**config.mk**
```make
export PLATFORM = sky130hd
export DESIGN_NAME = vec_serializer
export DESIGN_NICKNAME = d
export VERILOG_FILES = /design/src/rtl/vec_serializer.sv
export SDC_FILE = /design/constraint.sdc
export NUM_CORES = 1
export LEC_CHECK = 0
export BUFFER_PORTS_ARGS = -buffer_cell sky130_fd_sc_hd__buf_2
export CORE_AREA = 2 2 39 41
export DETAILED_ROUTE_END_ITERATION = 10
export DIE_AREA = 0 0 41 43
export HOLD_SLACK_MARGIN = 0.12
export SLEW_MARGIN = 30
export SYNTH_ARGS = -nofsm -noshare
export SYNTH_HDL_FRONTEND = slang
export SYNTH_SLANG_ARGS = --single-unit
```
**constraint.sdc**
```tcl
create_clock -name clk -period 1.5 [get_ports clk]
set_input_delay 0.3 -clock clk [delete_from_list [all_inputs] [get_ports clk]]
set_output_delay 0.3 -clock clk [all_outputs]
set_load 0.01 [all_outputs]
```
**src/rtl/vec_serializer.sv**
```systemverilog
// Packed-vector to element-stream serializer: accepts N elements of W bits at once
// and emits them one per output handshake, element 0 first, with index and last flag.
module vec_serializer #(
    parameter int N  = 4,
    parameter int W  = 1,
    parameter int IW = (N > 1) ? $clog2(N) : 1
) (
    input  logic           clk,
    input  logic           reset,
    input  logic           io_in_valid,
    output logic           io_in_ready,
    input  logic [N*W-1:0] io_in_bits,
    output logic           io_out_valid,
    input  logic           io_out_ready,
    output logic [W-1:0]   io_out_bits,
    output logic [IW-1:0]  io_out_idx,
    output logic           io_out_last
);

    typedef enum logic {
        IDLE = 1'b0,
        SEND = 1'b1
    } state_t;

    localparam logic [IW-1:0] LAST_IDX = IW'(N - 1);

    state_t           state_p0, state_nxt;
    logic [IW-1:0]    idx_p0, idx_nxt;
    logic [N*W-1:0]   hold_p0, hold_nxt;
    logic             is_last;
    logic             in_fire;
    logic             out_fire;

    // Mux-tree element select; the loop keeps the index within the legal range
    // even when N is not a power of two.
    function automatic logic [W-1:0] pick_elem(input logic [N*W-1:0] vec,
                                               input logic [IW-1:0]  sel);
        logic [W-1:0] e;
        e = '0;
        for (int k = 0; k < N; k++) begin
            if (sel == IW'(k)) begin
                e = vec[k*W +: W];
            end
        end
        return e;
    endfunction

    always_comb begin
        is_last      = (idx_p0 == LAST_IDX);
        io_out_valid = (state_p0 == SEND);
        io_out_bits  = pick_elem(hold_p0, idx_p0);
        io_out_idx   = idx_p0;
        io_out_last  = is_last;
        // Ready opens in the final-element cycle so a new vector follows with no bubble.
        io_in_ready  = (state_p0 == IDLE) ||
                       ((state_p0 == SEND) && is_last && io_out_ready);
        in_fire      = io_in_valid && io_in_ready;
        out_fire     = io_out_valid && io_out_ready;
    end

    always_comb begin
        state_nxt = state_p0;
        idx_nxt   = idx_p0;
        hold_nxt  = hold_p0;
        if (in_fire) begin
            state_nxt = SEND;
            idx_nxt   = '0;
            hold_nxt  = io_in_bits;
        end else if (out_fire) begin
            if (is_last) begin
                state_nxt = IDLE;
                idx_nxt   = '0;
            end else begin
                idx_nxt   = idx_p0 + IW'(1);
            end
        end
    end

    // Stage p0: FSM state, element index and holding register
    always_ff @(posedge clk) begin
        if (!reset) begin
            state_p0 <= IDLE;
            idx_p0   <= '0;
            hold_p0  <= '0;
        end else begin
            state_p0 <= state_nxt;
            idx_p0   <= idx_nxt;
            hold_p0  <= hold_nxt;
        end
    end

endmodule

```
==> results of run 1 <==
==> critical path, stage by stage (launching register included) <==
cell	delay, ps
dfxtp_2	340
buf_6	120
ha_4	150
a21oi_2	80
o21ai_1	70
a22o_1	170
buf_2	130
==> area by class of cell <==
type | count | area [um2] | share of cell area, %
multi-input cells | 31 | 270 | 46.3
clock inverters | 1 | 5.00 | 0.857
clock buffers | 3 | 22.5 | 3.85
inverters | 4 | 15.0 | 2.57
flip-flops and latches | 7 | 145 | 24.8
repair buffers | 18 | 106 | 18.2
well taps | 16 | 20.0 | 3.43
==> cells by family after synthesis <==
family / after synthesis / synth area share, %
flops: 7 / 35.3
mux: 5 / 12.6
buf+inv: 6 / 7.57
compound gates: 8 / 14.8
fa+ha+maj: 4 / 12.6
simple gates: 14 / 17.0
==> what timing repair did <==
item | 4_1_cts | 5_1_grt
setup buffers | 2 | 0
endpoints found under the setup margin | 3 | 2
resized for setup | 14 | 1
pin swaps | 2 | 1
==> through the flow <==
stage | setup slack [ps] | hold slack (ps)
after floorplan | 85.9 | 424
after global placement | 38.0 | 448
after detailed placement | 24.7 | 449
after CTS | -127 | 270
after global routing | -194 | 277
final | -120 | 275
==> how the worst max path moves through the flow <==
| stage | slack [ps] | end |
|---|---|---|
| 5_1_grt | -190 | io_out_bits |
| 3_3_place_gp | 40 | io_out_bits |
| 6_report | -120 | io_out_bits |
| 4_1_cts | -130 | io_out_bits |
| 3_5_place_dp | 20 | io_out_bits |
| 2_1_floorplan | 90 | io_out_bits |
==> sequential cells by signal (all words and copies together) (netlist names) <==
| register | count |
|---|---|
| io_out_idx | 2 |
| io_out_valid | 1 |
| hold_p0 | 4 |
==> layer usage <==
layer	part of all wire [%]	vias up
met5	0	-
met4	4.8	0
met3	7.5	4
met2	47	12
met1	40	172
li1	-	187
==> synthesized netlist by cell type <==
library cell / instances / area share [%]
ha_1: 4 / 13
buf_6: 1 / 2.8
a21boi_2: 1 / 2.8
nor2_1: 1 / 0.95
nor2b_1: 1 / 1.6
nand2_1: 10 / 9.5
a22o_1: 1 / 2.2
dfxtp_1: 7 / 35
mux2i_1: 5 / 13
clkbuf_1: 1 / 0.95
nor3b_2: 1 / 3.2
inv_1: 4 / 3.8
nor3b_1: 1 / 1.9
o21ai_0: 2 / 2.5
o221a_2: 1 / 2.8
a21oi_1: 2 / 2.5
o21a_1: 1 / 1.9
==> report_power, final <==
group | switching, mW | total [mW] | internal (mW)
Clock | 0.0806 | 0.179 | 0.0980
Sequential | 0.00934 | 0.206 | 0.197
Combinational | 0.0390 | 0.0817 | 0.0427
==> layout by cell type (no fill, tap or decap), types with 2 or more instances in the layout <==
cell type and instances:
buf_2 13, nand2_1 10, mux2i_1 5, dfxtp_1 5
buf_4 4, ha_4 3, clkbuf_4 3, inv_2 2
inv_1 2
==> impl_metrics.tcl, run 1 <==
set metrics [dict create \
    hold_depth 3 \
    met3_usage_pct 4.71 \
    drc_errors 0 \
    min_period_ps 1620 \
    yosysSeqAreaShare_pct 35.3 \
    tightestPinTransition_ps 170 \
    fin_skew_ps 8.23 \
    syn_area_per_cell_um2 9.01 \
    rsz0062_at_grt "true" \
    p_leak_nw 0.266 \
    dp.final_hpwl_um 620 \
    track_usage_pct 12.4 \
    crit_start "io_out_idx[1]" \
    clock-sinks 7 \
    antenna_found_initial 0 \
    top_usage_layer "met2" \
    fillers 143 \
    setup_tns_ps -160 \
    setup_ws_ps -120 \
    ant_nets 0 \
    critPathMaxFanout 3 \
    stdcell_area_um2 584 \
    fin_cells 80 \
    place_area_um2 489 \
    num_vias 375 \
    powerDensity_nw_per_um2 798 \
    initial_core_util_pct 28.7 \
    failed_checks "setup timing" \
    slew_headroom_pct 88.4 \
    antennaDiodeCount 0 \
    dieWidth_um 41 \
    post_drt_via_cell_ratio 4.69 \
    min_from "io_in_bits[0]" \
    use_met1_pct 11.6 \
    clk_transition_reported_paths_ps 60 \
    ff2ff_path_depth 7 \
    rr_startpoint "io_out_idx[0]" \
    setup_viol 2 \
    port_buffers 13 \
    ys_seq_elements 7 \
    final_nets 77 \
    tritoncts "built" \
    cts-root-buf "clkbuf_4" \
    syn2layout_area_growth_pct 47.3 \
    grt_use_met2_pct 20.0 \
    grt_first_pass_wirelength_um 1400 \
    grt_pass1_vias 372 \
    status "finished, violations left" \
    ir_drop_mv 0.329 \
    synth_cells 44 \
    wl_per_cell_um 10.7 \
    fmax_mhz 617 \
    cp.required_ps 1200 \
    finalWeightedCongestion 0.587 \
    min_period_over_period_pct 108 \
    worst-setup-path-type "reg -> out" \
    drt-initial-drc-count 6 \
    hold_class "in -> reg" \
    cap_violations 0 \
    cp.arrival_ps 1320 \
    dieArea_um2 1760 \
    die_y_um 43 \
    cts_max_level 1 \
    routed_wl_um 855 \
    place_inst 74 \
    synth_cell_types 17 \
    hold_end "hold_p0[0]" \
    power_mw 0.467 \
    grt_overflow_total 0 \
    hold_viol 0 \
    drive_gt1_share_pct 53.1 \
    r2r_end "io_out_idx[1]" \
    cts_hold_buf 0 \
    startpoint_type "flop" \
    pin_count 14 \
    grt_max_degree 12 \
    drtPass1Iterations 3 \
    insertion_delay_ps 270 \
    synth_fp_nets 56 \
    ff2ff_setup_slack_ps 140 \
    num_rows 14 \
    crit_path_end_kind "output port" \
    core_region_area_um2 1380 \
    netlist_area_um2 397 \
    drv_slew 0 \
    yosys_warnings 0 \
    cts.path.max_buffers 2 \
    fin_util_pct 42.2 \
    numCtsBuffers 3 \
]
No activity file was read; power rests on OpenSTA's default activity.
==> inputs of run 2 (changes only) <==
- MAX_ROUTING_LAYER: unset -> met4
- clock period: 1.5 -> 1.4 ns (I/O delays scaled with it)
==> impl_metrics.tcl, run 2 (synthesis results as in run 1) <==
set metrics [dict create \
    status "finished, violations left" \
    failed_checks "setup timing" \
    clk_transition_reported_paths_ps 50 \
    cp.arrival_ps 1370 \
    die_y_um 43 \
    track_usage_pct 13.6 \
    final_cell_mix "13 x buf_2, 10 x nand2_1, 5 x mux2i_1, 5 x dfxtp_1, 4 x buf_4" \
    drc_errors 0 \
    initial_core_util_pct 28.7 \
    largest_register_ffs 4 \
    holdWs_ps 267 \
    top_register "hold_p0" \
    final_nets 76 \
    startpoint_type "flop" \
    routed_wl_um 987 \
    hold_class "in -> reg" \
    multi_input_area_um2 265 \
    post_drt_via_cell_ratio 4.59 \
    critPathMaxFanout 5 \
    cts.path.max_buffers 2 \
    insertion_delay_ps 260 \
    drt-initial-drc-count 1 \
    antenna_found_initial 0 \
    fin_skew_ps 3.07 \
    dieArea_um2 1760 \
    min_period_over_period_pct 118 \
    layout.area.seq_um2 148 \
    tritoncts "built" \
    rr_startpoint "io_out_idx[0]" \
    powerDensity_nw_per_um2 876 \
    clock-sinks 7 \
    num_rows 14 \
    cts-root-buf "clkbuf_4" \
    cp.required_ps 1120 \
    ir_drop_mv 0.245 \
    antennaDiodeCount 0 \
    ant_nets 0 \
    grt_first_pass_wirelength_um 1500 \
    cp_slowest_cell "dfxtp_4" \
    port_buffers 13 \
    min_period_ps 1650 \
    rsz0062_at_grt "true" \
    place_area_um2 489 \
    ff2ff_setup_slack_ps 90 \
    worst-setup-path-type "reg -> out" \
    grt_overflow_total 0 \
    cap_violations 0 \
    r2r_end "hold_p0[3]" \
    cts_max_level 1 \
    grt_pass1_vias 362 \
    dieWidth_um 41 \
    numCtsBuffers 3 \
    crit_chain "ha_2, buf_4, a21oi_1, a22o_1, buf_2" \
    fin_util_pct 41.3 \
    pin_count 14 \
    hold_end "hold_p0[1]" \
    setup_viol 2 \
    drive_gt1_share_pct 50.8 \
    hold_viol 0 \
    setup_tns_ps -411 \
    setup_ws_ps -254 \
    drtPass1Iterations 2 \
    wl_per_cell_um 12.5 \
    core_region_area_um2 1380 \
    stdcell_area_um2 572 \
    crit_start "io_out_idx[0]" \
    num_vias 363 \
    layout_commonest_cell "buf_2" \
    min_from "io_in_bits[1]" \
    dp.final_hpwl_um 652 \
    grt_max_degree 12 \
    ff2ff_path_depth 5 \
    hold_depth 3 \
    crit_path_max_incr_delay_ps 390 \
    finalWeightedCongestion 0.613 \
    slew_headroom_pct 82.0 \
    crit_path_end_kind "output port" \
    fillers 148 \
    fmax_mhz 605 \
    cts_hold_buf 0 \
    drv_slew 0 \
    p_leak_nw 0.263 \
    syn2layout_area_growth_pct 44.2 \
    tightestPinTransition_ps 269 \
]
[run 2: cell types whose count changed in the layout (fill, tap and decap cells not counted), sizes merged]
cell    change
clkbuf      +1
buf         -1
clkinv      -1
[run 2: report_power, final]
group | switching [mW] | internal, mW | total (mW)
clock network | 0.0794 | 0.109 | 0.188
logic | 0.0441 | 0.0467 | 0.0909
registers | 0.0120 | 0.209 | 0.221
total | 0.136 | 0.365 | 0.501
[run 2: metrics by stage]
step           power (mW)  cells  setup WS, ps
6_report            0.501     79          -254
5_1_grt             0.536     79          -323
4_1_cts             0.506     78          -244
3_5_place_dp        0.304     74          -151
3_3_place_gp        0.302     74          -103
2_1_floorplan       0.273     44          5.93
[run 2: layout make-up]
class,instances,share of cell area [%]
multi-input combinational,31,46.4
sequential,7,25.8
timing repair buffer,17,16.6
clock buffer,4,4.60
tap,16,3.50
inverter,4,3.06
[run 2: worst max-delay path by stage]
stage	end	slack [ps]	depth (start not counted)
5_1_grt	io_out_bits	-320	5
3_3_place_gp	io_out_bits	-100	6
6_report	io_out_bits	-250	5
4_1_cts	io_out_bits	-240	5
2_1_floorplan	io_out_bits	6	5
3_5_place_dp	io_out_bits	-150	6
[run 2: worst max-delay path, delay by kind of cell, from the launching register on]
family                     cells  cell delay (ps)
adders and majority gates      1              240
AOI/OAI and AO/OA              2              230
buffers and inverters          2              260
DFF                            1              390
[run 2: what timing repair did]
item                                    CTS  global route
cloned                                    0             0
endpoints found under the setup margin    7             2
pin swaps                                 1             1
setup buffers                             0             1
gates resized for setup                  15             1
[run 2: routing by layer]
layer  GRT usage (%)  wire [um]  vias up  share of wire (%)
met5               -          0        -                  0
met4            8.00         27        0                2.7
met3            3.14         54        3                5.5
met2            23.4        528       12                 53
met1            12.6        377      166                 38
li1                -          -      182                  -
==> inputs of run 3 (changes only) <==
==> constraint.sdc (replaced) <==
create_clock -name clk -period 1.4 [get_ports clk]
set_input_delay 0.14 -clock clk [delete_from_list [all_inputs] [get_ports clk]]
set_output_delay 0.14 -clock clk [all_outputs]
set_load 0.01 [all_outputs]
==> impl_metrics.tcl, run 3 (synthesis results as in run 1) <==
set metrics [dict create \
    grt_pass1_vias 335 \
    place_inst 73 \
    stdcell_area_um2 567 \
    powerDensity_nw_per_um2 855 \
    fmax_mhz 691 \
    drv_slew 0 \
    crit_start "io_out_idx[0]" \
    min_period_ps 1450 \
    hold_viol 0 \
    status "finished, violations left" \
    cp_slowest_cell "dfxtp_4" \
    ir_drop_mv 0.332 \
    antenna_found_initial 0 \
    min_from "io_in_bits[0]" \
    cts-root-buf "clkbuf_4" \
    syn2layout_area_growth_pct 42.9 \
    place_area_um2 482 \
    antennaDiodeCount 0 \
    drtPass1Iterations 1 \
    worst-setup-path-type "reg -> out" \
    slew_headroom_pct 89.0 \
    num_vias 351 \
    numCtsBuffers 3 \
    cts_max_level 1 \
    wl_per_cell_um 10.4 \
    clk_transition_reported_paths_ps 60 \
    insertion_delay_ps 250 \
    failed_checks "setup timing" \
    finalWeightedCongestion 0.582 \
    holdWs_ps 132 \
    largest_register_ffs 4 \
    routed_wl_um 825 \
    cts.path.max_buffers 2 \
    critPathMaxFanout 5 \
    drc_errors 0 \
    post_drt_via_cell_ratio 4.44 \
    cp.arrival_ps 1310 \
    dieWidth_um 41 \
    grt_max_degree 12 \
    tritoncts "built" \
    top_register "hold_p0" \
    crit_path_end_kind "output port" \
    num_rows 14 \
    port_buffers 13 \
    layout_commonest_cell "buf_2" \
    final_nets 76 \
    cp.required_ps 1260 \
    tightestPinTransition_ps 161 \
    ant_nets 0 \
    clock-sinks 7 \
    fin_skew_ps 3.41 \
    min_period_over_period_pct 103 \
    crit_path_max_incr_delay_ps 390 \
    drive_gt1_share_pct 47.6 \
    setup_ws_ps -47.7 \
    p_leak_nw 0.264 \
    pin_count 14 \
    r2r_end "hold_p0[3]" \
    startpoint_type "flop" \
    rr_startpoint "io_out_idx[0]" \
    endpoint "io_out_bits" \
    hold_class "in -> reg" \
    core_region_area_um2 1380 \
    grt_first_pass_wirelength_um 1260 \
    dieArea_um2 1760 \
    fin_cells 79 \
    die_y_um 43 \
    ff2ff_path_depth 5 \
    initial_core_util_pct 28.7 \
    dp.final_hpwl_um 594 \
    crit_chain "inv_4, ha_4, a21oi_2, o21ai_1, a22o_1, buf_2" \
    grt_overflow_total 0 \
    ff2ff_setup_slack_ps 120 \
    track_usage_pct 10.8 \
    cap_violations 0 \
    rsz0062_at_grt "true" \
    final_cell_mix "13 x buf_2, 10 x nand2_1, 5 x mux2i_1, 5 x dfxtp_1, 3 x clkbuf_4" \
    setup_viol 1 \
    drt-initial-drc-count 0 \
]
run 3: report_power, final:
group	total (mW)	leakage (nW)	internal, mW	switching, mW
Clock	0.179	0.0177	0.104	0.0747
Combinational	0.0825	0.187	0.0430	0.0395
Sequential	0.223	0.0587	0.211	0.0121
run 3: area by class of cell:
type	instances	area, um2
Timing Repair Buffer	17	101
Tap cell	16	20.0
Clock inverter	1	5.00
Sequential cell	7	145
Inverter	4	17.5
Multi-Input combinational cell	31	255
Fill cell	142	817
Clock buffer	3	22.5
run 3: worst min path at each step:
stage	cells past startpoint	slack [ps]	end
after floorplan	1	260	io_out_valid
after global placement	2	380	io_out_valid
after global routing	3	140	hold_p0[0]
final	3	130	hold_p0[0]
after detailed placement	2	380	io_out_valid
after CTS	3	130	hold_p0[1]
run 3: what timing repair did:
item | CTS | global route
setup buffers | 1 | 0
pin swaps | 1 | 0
resized for setup | 12 | 1
hold endpoints to repair | 1 | 0
hold buffers | 1 | 0
setup endpoints to repair | 2 | 2
run 3: metal layers:
metal,up-vias,routed length (um),global-route usage (%)
met1,156,383,10.6
met5,-,0,-
met2,9,388,17.8
met3,2,43,4.71
met4,0,9,4.00
li1,184,-,-
run 3: through the flow:
stage | setup TNS (ps) | utilization, % | setup WS [ps] | power, mW
after CTS | -56.1 | 40.2 | -56.1 | 0.497
after global routing | -187 | 41.0 | -137 | 0.525
final | -47.7 | 41.0 | -47.7 | 0.485
after detailed placement | 0 | 34.8 | 20.8 | 0.300
after global placement | 0 | 34.8 | 35.3 | 0.299
after floorplan | 0 | - | 85.3 | 0.273
run 3: worst max-delay path: cells and delay by family, from the launching register on:
family | cells | cell delay (ps)
fa+ha+maj | 1 | 160
buf+inv | 2 | 190
flops | 1 | 390
compound gates | 3 | 330
